[config.mk]
export PLATFORM = sky130hd
export DESIGN_NAME = nibble_serial_add_seq
export DESIGN_NICKNAME = d
export VERILOG_FILES = /design/src/rtl/nibble_serial_add_seq.sv
export SDC_FILE = /design/constraint.sdc
export NUM_CORES = 1
export LEC_CHECK = 0
export ABC_AREA = 1
export CAP_MARGIN = 25
export CORE_UTILIZATION = 35
export CTS_BUF_LIST = sky130_fd_sc_hd__clkbuf_4
export DETAILED_ROUTE_END_ITERATION = 12
export GPL_TIMING_DRIVEN = 0
export PLACE_DENSITY = 0.68
export SYNTH_ARGS = -nofsm -noshare
export SYNTH_HDL_FRONTEND = slang
export SYNTH_SLANG_ARGS = --single-unit
[constraint.sdc]
create_clock -name clk -period 3.7 [get_ports clk]
set_clock_uncertainty 0.1 [all_clocks]
set_input_delay 1.11 -clock clk [delete_from_list [all_inputs] [get_ports clk]]
set_output_delay 1.11 -clock clk [all_outputs]
set_load 0.005 [all_outputs]
[src/rtl/nibble_serial_add_seq.sv]
// Sequencer that adds two WIDTH-bit operands one nibble per cycle through an external 4-bit adder.
// Optional registered signed-overflow flag `ovf` is enabled by defining NIBBLE_ADD_OVERFLOW_EN.
module nibble_serial_add_seq #(
  parameter int WIDTH = 16
) (
  input  logic             clk,
  input  logic             rst_n,
  input  logic             in_valid,
  output logic             in_ready,
  input  logic [WIDTH-1:0] a,
  input  logic [WIDTH-1:0] b,
  input  logic             cin,
  output logic             out_valid,
  input  logic             out_ready,
  output logic [WIDTH-1:0] sum,
  output logic             cout,
  output logic [3:0]       add_a,
  output logic [3:0]       add_b,
  output logic             add_c0,
  input  logic [3:0]       add_s,
  input  logic             add_c4,
`ifdef NIBBLE_ADD_OVERFLOW_EN
  output logic             ovf,
`endif
  output logic             busy
);

  localparam int NIB = WIDTH / 4;
  localparam int IW  = (NIB > 1) ? $clog2(NIB) : 1;
  localparam logic [IW-1:0] LAST = IW'(NIB - 1);

  typedef enum logic [1:0] {
    IDLE = 2'd0,
    RUN  = 2'd1,
    HOLD = 2'd2
  } state_t;

  state_t           state_r, state_s;
  logic [IW-1:0]    idx_r;
  logic             carry_r;
  logic [WIDTH-1:0] a_r, b_r, sum_r;
  logic             cout_r, in_ready_r, busy_r, out_valid_r;
  logic             accept_s, done_s, release_s;

  function automatic logic [3:0] nib_sel(input logic [WIDTH-1:0] v, input logic [IW-1:0] i);
    logic [3:0] r;
    r = 4'h0;
    for (int n = 0; n < NIB; n++) begin
      if (i == IW'(n)) begin
        r = v[4*n +: 4];
      end else begin
        r = r;
      end
    end
    return r;
  endfunction

  // Next-state decode and adder drive; the adder sees zeros outside RUN.
  always_comb begin
    state_s   = state_r;
    add_a     = 4'h0;
    add_b     = 4'h0;
    add_c0    = 1'b0;
    accept_s  = 1'b0;
    done_s    = 1'b0;
    release_s = 1'b0;
    case (state_r)
      IDLE: begin
        if (in_valid && in_ready_r) begin
          accept_s = 1'b1;
          state_s  = RUN;
        end else begin
          state_s  = IDLE;
        end
      end
      RUN: begin
        add_a  = nib_sel(a_r, idx_r);
        add_b  = nib_sel(b_r, idx_r);
        add_c0 = carry_r;
        if (idx_r == LAST) begin
          done_s  = 1'b1;
          state_s = HOLD;
        end else begin
          state_s = RUN;
        end
      end
      HOLD: begin
        if (out_valid_r && out_ready) begin
          release_s = 1'b1;
          state_s   = IDLE;
        end else begin
          state_s   = HOLD;
        end
      end
      default: state_s = IDLE;
    endcase
  end

  // State register; handshake flags are registered from the next state.
  always_ff @(posedge clk or negedge rst_n) begin
    if (!rst_n) begin
      state_r     <= IDLE;
      in_ready_r  <= 1'b0;
      busy_r      <= 1'b0;
      out_valid_r <= 1'b0;
    end else begin
      state_r     <= state_s;
      in_ready_r  <= (state_s == IDLE);
      busy_r      <= (state_s == RUN);
      out_valid_r <= (state_s == HOLD);
    end
  end

  // Operand capture, per-nibble result accumulation and carry chaining.
  always_ff @(posedge clk or negedge rst_n) begin
    if (!rst_n) begin
      a_r     <= '0;
      b_r     <= '0;
      carry_r <= 1'b0;
      idx_r   <= '0;
      sum_r   <= '0;
      cout_r  <= 1'b0;
    end else if (accept_s) begin
      a_r     <= a;
      b_r     <= b;
      carry_r <= cin;
      idx_r   <= '0;
      sum_r   <= '0;
      cout_r  <= 1'b0;
    end else if (state_r == RUN) begin
      for (int n = 0; n < NIB; n++) begin
        if (idx_r == IW'(n)) begin
          sum_r[4*n +: 4] <= add_s;
        end
      end
      carry_r <= add_c4;
      // Wrap to zero on the last nibble so idx never exceeds NIB-1.
      idx_r   <= done_s ? '0 : idx_r + IW'(1);
      cout_r  <= done_s ? add_c4 : cout_r;
    end else begin
      carry_r <= carry_r;
    end
  end

`ifdef NIBBLE_ADD_OVERFLOW_EN
  logic ovf_r;

  // Signed overflow: like-signed operands whose result sign differs.
  always_ff @(posedge clk or negedge rst_n) begin
    if (!rst_n) begin
      ovf_r <= 1'b0;
    end else if (accept_s || release_s) begin
      ovf_r <= 1'b0;
    end else if (done_s) begin
      ovf_r <= (a_r[WIDTH-1] == b_r[WIDTH-1]) && (add_s[3] != a_r[WIDTH-1]);
    end else begin
      ovf_r <= ovf_r;
    end
  end

  assign ovf = ovf_r;
`endif

  assign in_ready  = in_ready_r;
  assign busy      = busy_r;
  assign out_valid = out_valid_r;
  assign sum       = sum_r;
  assign cout      = cout_r;

endmodule

# [Yosys cells after proc, flatten, opt, wreduce, memory -nomap -nowiden]
# Cells that the tools add are included.
# Widths: inputs -> output; s select.
[op_classes] n_addsub=1 eq_ne=7 muxes=33 n_reduce_logical=16
[op_table] cell="$mux 4" n=14
[op_table] cell="$mux 16" n=2
[op_table] cell="$reduce_bool 2->1" n=6
[op_table] cell="$mux 1" n=11
[op_table] cell="$mux 2" n=5
[op_table] cell="$reduce_and 2->1" n=5
[op_table] cell="$eq 2x2->1 const B" n=4
[op_table] cell="$eq 2x1->1 const B" n=3
[op_table] cell="$logic_not 2->1" n=3
[op_table] cell="$pmux 2 s3" n=1
[op_table] cell="$add 2x1->2 const B" n=1
[op_table] cell="$logic_and 1x1->1" n=2
[word_totals] register_bits=57 out_inout_bits=29 word_cells=70

# [Depth between registers and ports, before layout]
[logic_depth] ltp_word=6 depth_mapped=8

# [Worst setup path after synthesis]
# Ideal clock, no wire load.
[synth_path] path_kind="flip-flop to output port" startpoint="reg idx_r[0]" endpoint="out add_a[0]" t_arrival_ns=1.138 required_ns=2.490 path_slack_ns=1.352 stages_incl_launch_ff=9 n_path_buf=1 path_cell_list="dfrtp_1 inv_1 ha_1 buf_2 inv_2 nor2_1 nor2_1 nand2_1 nand2_1"
[synth_via] elab_chain_cells=6
[synth_lines] element="from (decl)" line="39" rtl="logic [IW-1:0] idx_r;"
[synth_lines] element="from (signal assigned)" line="138" rtl="idx_r <= done_s ? '0 : idx_r + IW'(1);"
[synth_lines] element="$logic_not 2->1" line="49" rtl="if (i == IW'(n)) begin"
[synth_lines] element="$mux 4 (3 in a row)" line="49"
[synth_lines] element="$mux 4 *" line="49"
[synth_lines] element="$mux 4 *" line="67" rtl="case (state_r)"
[synth_lines] element="to (decl)" line="17" rtl="output logic [3:0] add_a,"
# Every way passes the cells marked *; elsewhere a longest branch is shown, timed or not.

# [Worst setup path in the final report]
[layout_path] startpoint="reg idx_r[0]" endpoint="out add_b[1]"
[layout_via] elab_chain_cells=6
[layout_lines] element="$logic_not 2->1" line="49"
[layout_lines] element="$mux 4 (3 in a row)" line="49"
[layout_lines] element="$mux 4 *" line="49"
[layout_lines] element="$mux 4 *" line="67"
[layout_lines] element="to (decl)" line="18" rtl="output logic [3:0] add_b,"
# Marked as above.

==> run_results.csv <==
group,metric,value,unit
status,status,"complete, but fails checks",
status,violations,"design-rule violations",
sta,hold_violations,0,
global_routing,grt_pass1_wl,11.8,mm
worst_hold_path,hold_class,"register to register",
finish,design_area,3700,um2
clock_tree,cts_sinks,57,
setup_path,worstSetupStartpoint,"idx_r[0]",
sta,timing.fmax,0.286,GHz
placement,globalplace.congestion,0.751,
clock_tree,clockRootBuffer,"clkbuf_4",
setup_path,crit_type,"register to output port",
placement,dpl.cell_count,505,
clock_tree,cts_buffers,9,
pwr,p_leak,0.00189,uW
logic_synthesis,synth.area.top_cells,"dfrtp_1 (52%), nand2_1 (17%), nand3_1 (14%), nor2_1 (2.9%), buf_6 (2.0%)",
clock_tree,clockBufferDepth,2,
die,num_rows,32,
detailed_routing,wl_met2,3.11,mm
die,ios,71,
sta,post-route-min-period,3.50,ns
pwr,p_comb_frac,0.517,
placement,dp_hpwl,4.88,mm
clock_tree,cts_resized,0,
worst_hold_path,min_from,"b_r[14]",
logic_synthesis,syn-num-nets,378,
logic_synthesis,ys_seq_area_frac,0.517,
logic_synthesis,ys.warnings.count,0,
logic_synthesis,netlist_instances,332,
placement,numPortBuffers,70,
detailed_routing,wl_met3,307,um
job,drv_cap,0,
pwr,p_sw_frac,0.422,
clock_tree,clkLatencyLatePin,0.39,ns
pwr,p_per_area,786,nW/um2
clock_tree,ctsHoldBuffers,0,
detailed_routing,top_layer_used,"met4",
logic_synthesis,synth_ff_type,"dfrtp_1",
sta,worst_pin_slew,0.672,ns
logic_synthesis,netlist_area,2760,um2
die,die_h,90.8,um
sta,rsz0062_at_grt,"no",
setup_path,end_kind,"output port",
finish,diodes,0,
detailed_routing,post_drt_wl_per_cell,12.9,um
finish,drive_gt1_frac,0.115,
logic_synthesis,synth_area_per_cell,8.32,um2
global_routing,grt_pass1_vias,2544,
die,fp.dieW,90.8,um
clock_tree,cts.htree.levels,3,
sta,setup_viol,0,
pwr,irDropWorstVdd,0.352,mV
pwr,p_total,2910,uW
global_routing,globalRoute.totalOverflow,0,
detailed_routing,drcViolationCount,1,
sta,maxSlewHeadroom,0.552,
global_routing,grt_antenna_before_repair,0,
pwr,intPower,1680,uW
pwr,p_sw,1230,uW
clock_tree,post_cts_buffers,0,
setup_path,crit_path_max_fanout,10,
detailed_routing,vias_per_cell,4.71,
sta,final-max-slew-violation-count,0,
global_routing,grt_usage,0.182,
logic_synthesis,synth-edff-count,0,
setup_path,arrival,2.29,ns
die,dieArea,8250,um2
setup_path,worstPathRequired,2.49,ns
logic_synthesis,netlist-cell-type-count,21,
placement,postPlaceCellArea,3600,um2
global_routing,grt_max_degree,30,
die,initial_core_util,0.359,
pwr,clockPowerShare,0.123,
pwr,pwr-share-seq,0.360,
setup_path,critPathLaunchType,"register",
finish,area_growth,34.2,%
logic_synthesis,ys_ff_latch,57,
detailed_routing,num_vias,2455,
logic_synthesis,async_flop_share,1.00,
detailed_routing,drt_iter0_drc,162,
logic_synthesis,yosys.area.top_type_share,0.517,
detailed_routing,routed_wl,6.75,mm
logic_synthesis,synth_area_leader_cell,"dfrtp_1",
clock_tree,cts_tree,"done",
detailed_routing,wl_met1,3.18,mm
sta,min_period_over_period,0.945,
clock_tree,clkTransAtPathRegs,0.09,ns
finish,finalNonFillerCells,521,
finish,nets,460,
detailed_routing,dr.pass1.iters,8,
die,coreArea,7690,um2
setup_path,r2r_start,"idx_r[0]",
detailed_routing,ant_nets,0,
==> cell usage in the layout (no fill, tap or decap) <==
cell and n:
nand2_1 122, nand3_1 80, clkdlybuf4s50_1 69, dfrtp_1 57, nor2_1 21, clkbuf_4 10
buf_2 8, a21oi_1 8, buf_4 5, buf_6 5, nand2_2 4, inv_1 4
ha_1 4, clkinv_1 4, inv_4 3, inv_2 3, nand2_8 2, clkinv_2 2
nor2_8 1, nand3_2 1, nand2_4 1, nor2_4 1, nor2_2 1, clkbuf_1 1
nand4_1 1, buf_12 1
==> sequential cells by signal, summed over array words and instances, names as in the netlist <==
signal,count
carry_r,1
cout,1
a_r,16
sum,16
state_r,2
idx_r,2
b_r,16
in_ready,1
busy,1
out_valid,1
==> per-stage QoR <==
stage / setup WS, ns / hold slack [ns] / utilization / setup TNS, ns
after global routing: 0.0281 / 0.407 / 0.482 / 0
after CTS: 0.166 / 0.383 / 0.482 / 0
after detailed placement: 0.646 / 0.360 / 0.469 / 0
after floorplan: 1.35 / 0.342 / - / 0
final: 0.203 / 0.380 / 0.482 / 0
after global placement: -0.331 / 0.355 / 0.467 / -18.79
==> synthesized netlist by cell type (2+ instances only) <==
library cell / n
ha_1: 4
buf_6: 5
a21oi_1: 8
nand3_1: 80
nand2_1: 122
nand2_8: 2
buf_4: 5
inv_2: 3
buf_2: 7
inv_1: 4
nor2_1: 21
inv_4: 3
nand2_2: 4
dfrtp_1: 57
==> layout make-up <==
class	instances	area [um2]
Timing Repair Buffer	71	716
Buffer	18	133
Sequential cell	57	1430
Tap cell	102	128
Clock buffer	10	75.1
Inverter	10	45.0
Fill cell	772	3980
Clock inverter	6	25.0
Multi-Input combinational cell	247	1160
==> critical path, cell delays in order, from the launching register on <==
cell and delay, ns:
dfrtp_1 0.41, inv_1 0.10, ha_1 0.20, buf_2 0.19
inv_2 0.19, nor2_1 0.07, nor2_1 0.10, nand2_1 0.06
nand2_1 0.08, clkdlybuf4s50_1 0.51
==> cells by family (layout without fill, tap and decap cells) <==
kind of cell | count (synthesis) | after routing | synth area share
simple gates | 235 | 235 | 0.386
flops | 57 | 57 | 0.517
buf+inv | 28 | 115 | 0.0643
compound gates | 8 | 8 | 0.0145
fa+ha+maj | 4 | 4 | 0.0181
==> worst paths after layout <==
path,to,slack [ns],cells past startpoint
worst min register to register,b_r[14],0.38,2
min in group asynchronous,b_r[10],0.64,1
worst max-delay path,add_b[1],0.20,9
worst min-delay path,b_r[14],0.38,2
worst max register to register,sum[11],2.04,7
max in group asynchronous,a_r[11],2.27,2
==> metal layers <==
| layer | vias up | track usage |
|---|---|---|
| li1 | 1244 | - |
| met1 | 1136 | 0.238 |
| met2 | 62 | 0.294 |
| met3 | 13 | 0.0370 |
| met4 | 0 | 0.0728 |
| met5 | - | 0 |
==> power by group through the flow <==
stage / logic (uW) / clock network [uW] / registers (uW)
finish: 1510 / 358 / 1050
global route: 1690 / 402 / 1090
CTS: 1520 / 370 / 1050
detailed placement: 1510 / 0 / 1060
global placement: 1480 / 0 / 1060
floorplan: 945 / 0 / 1040
Note: power is estimated with default switching activity, not from simulation.
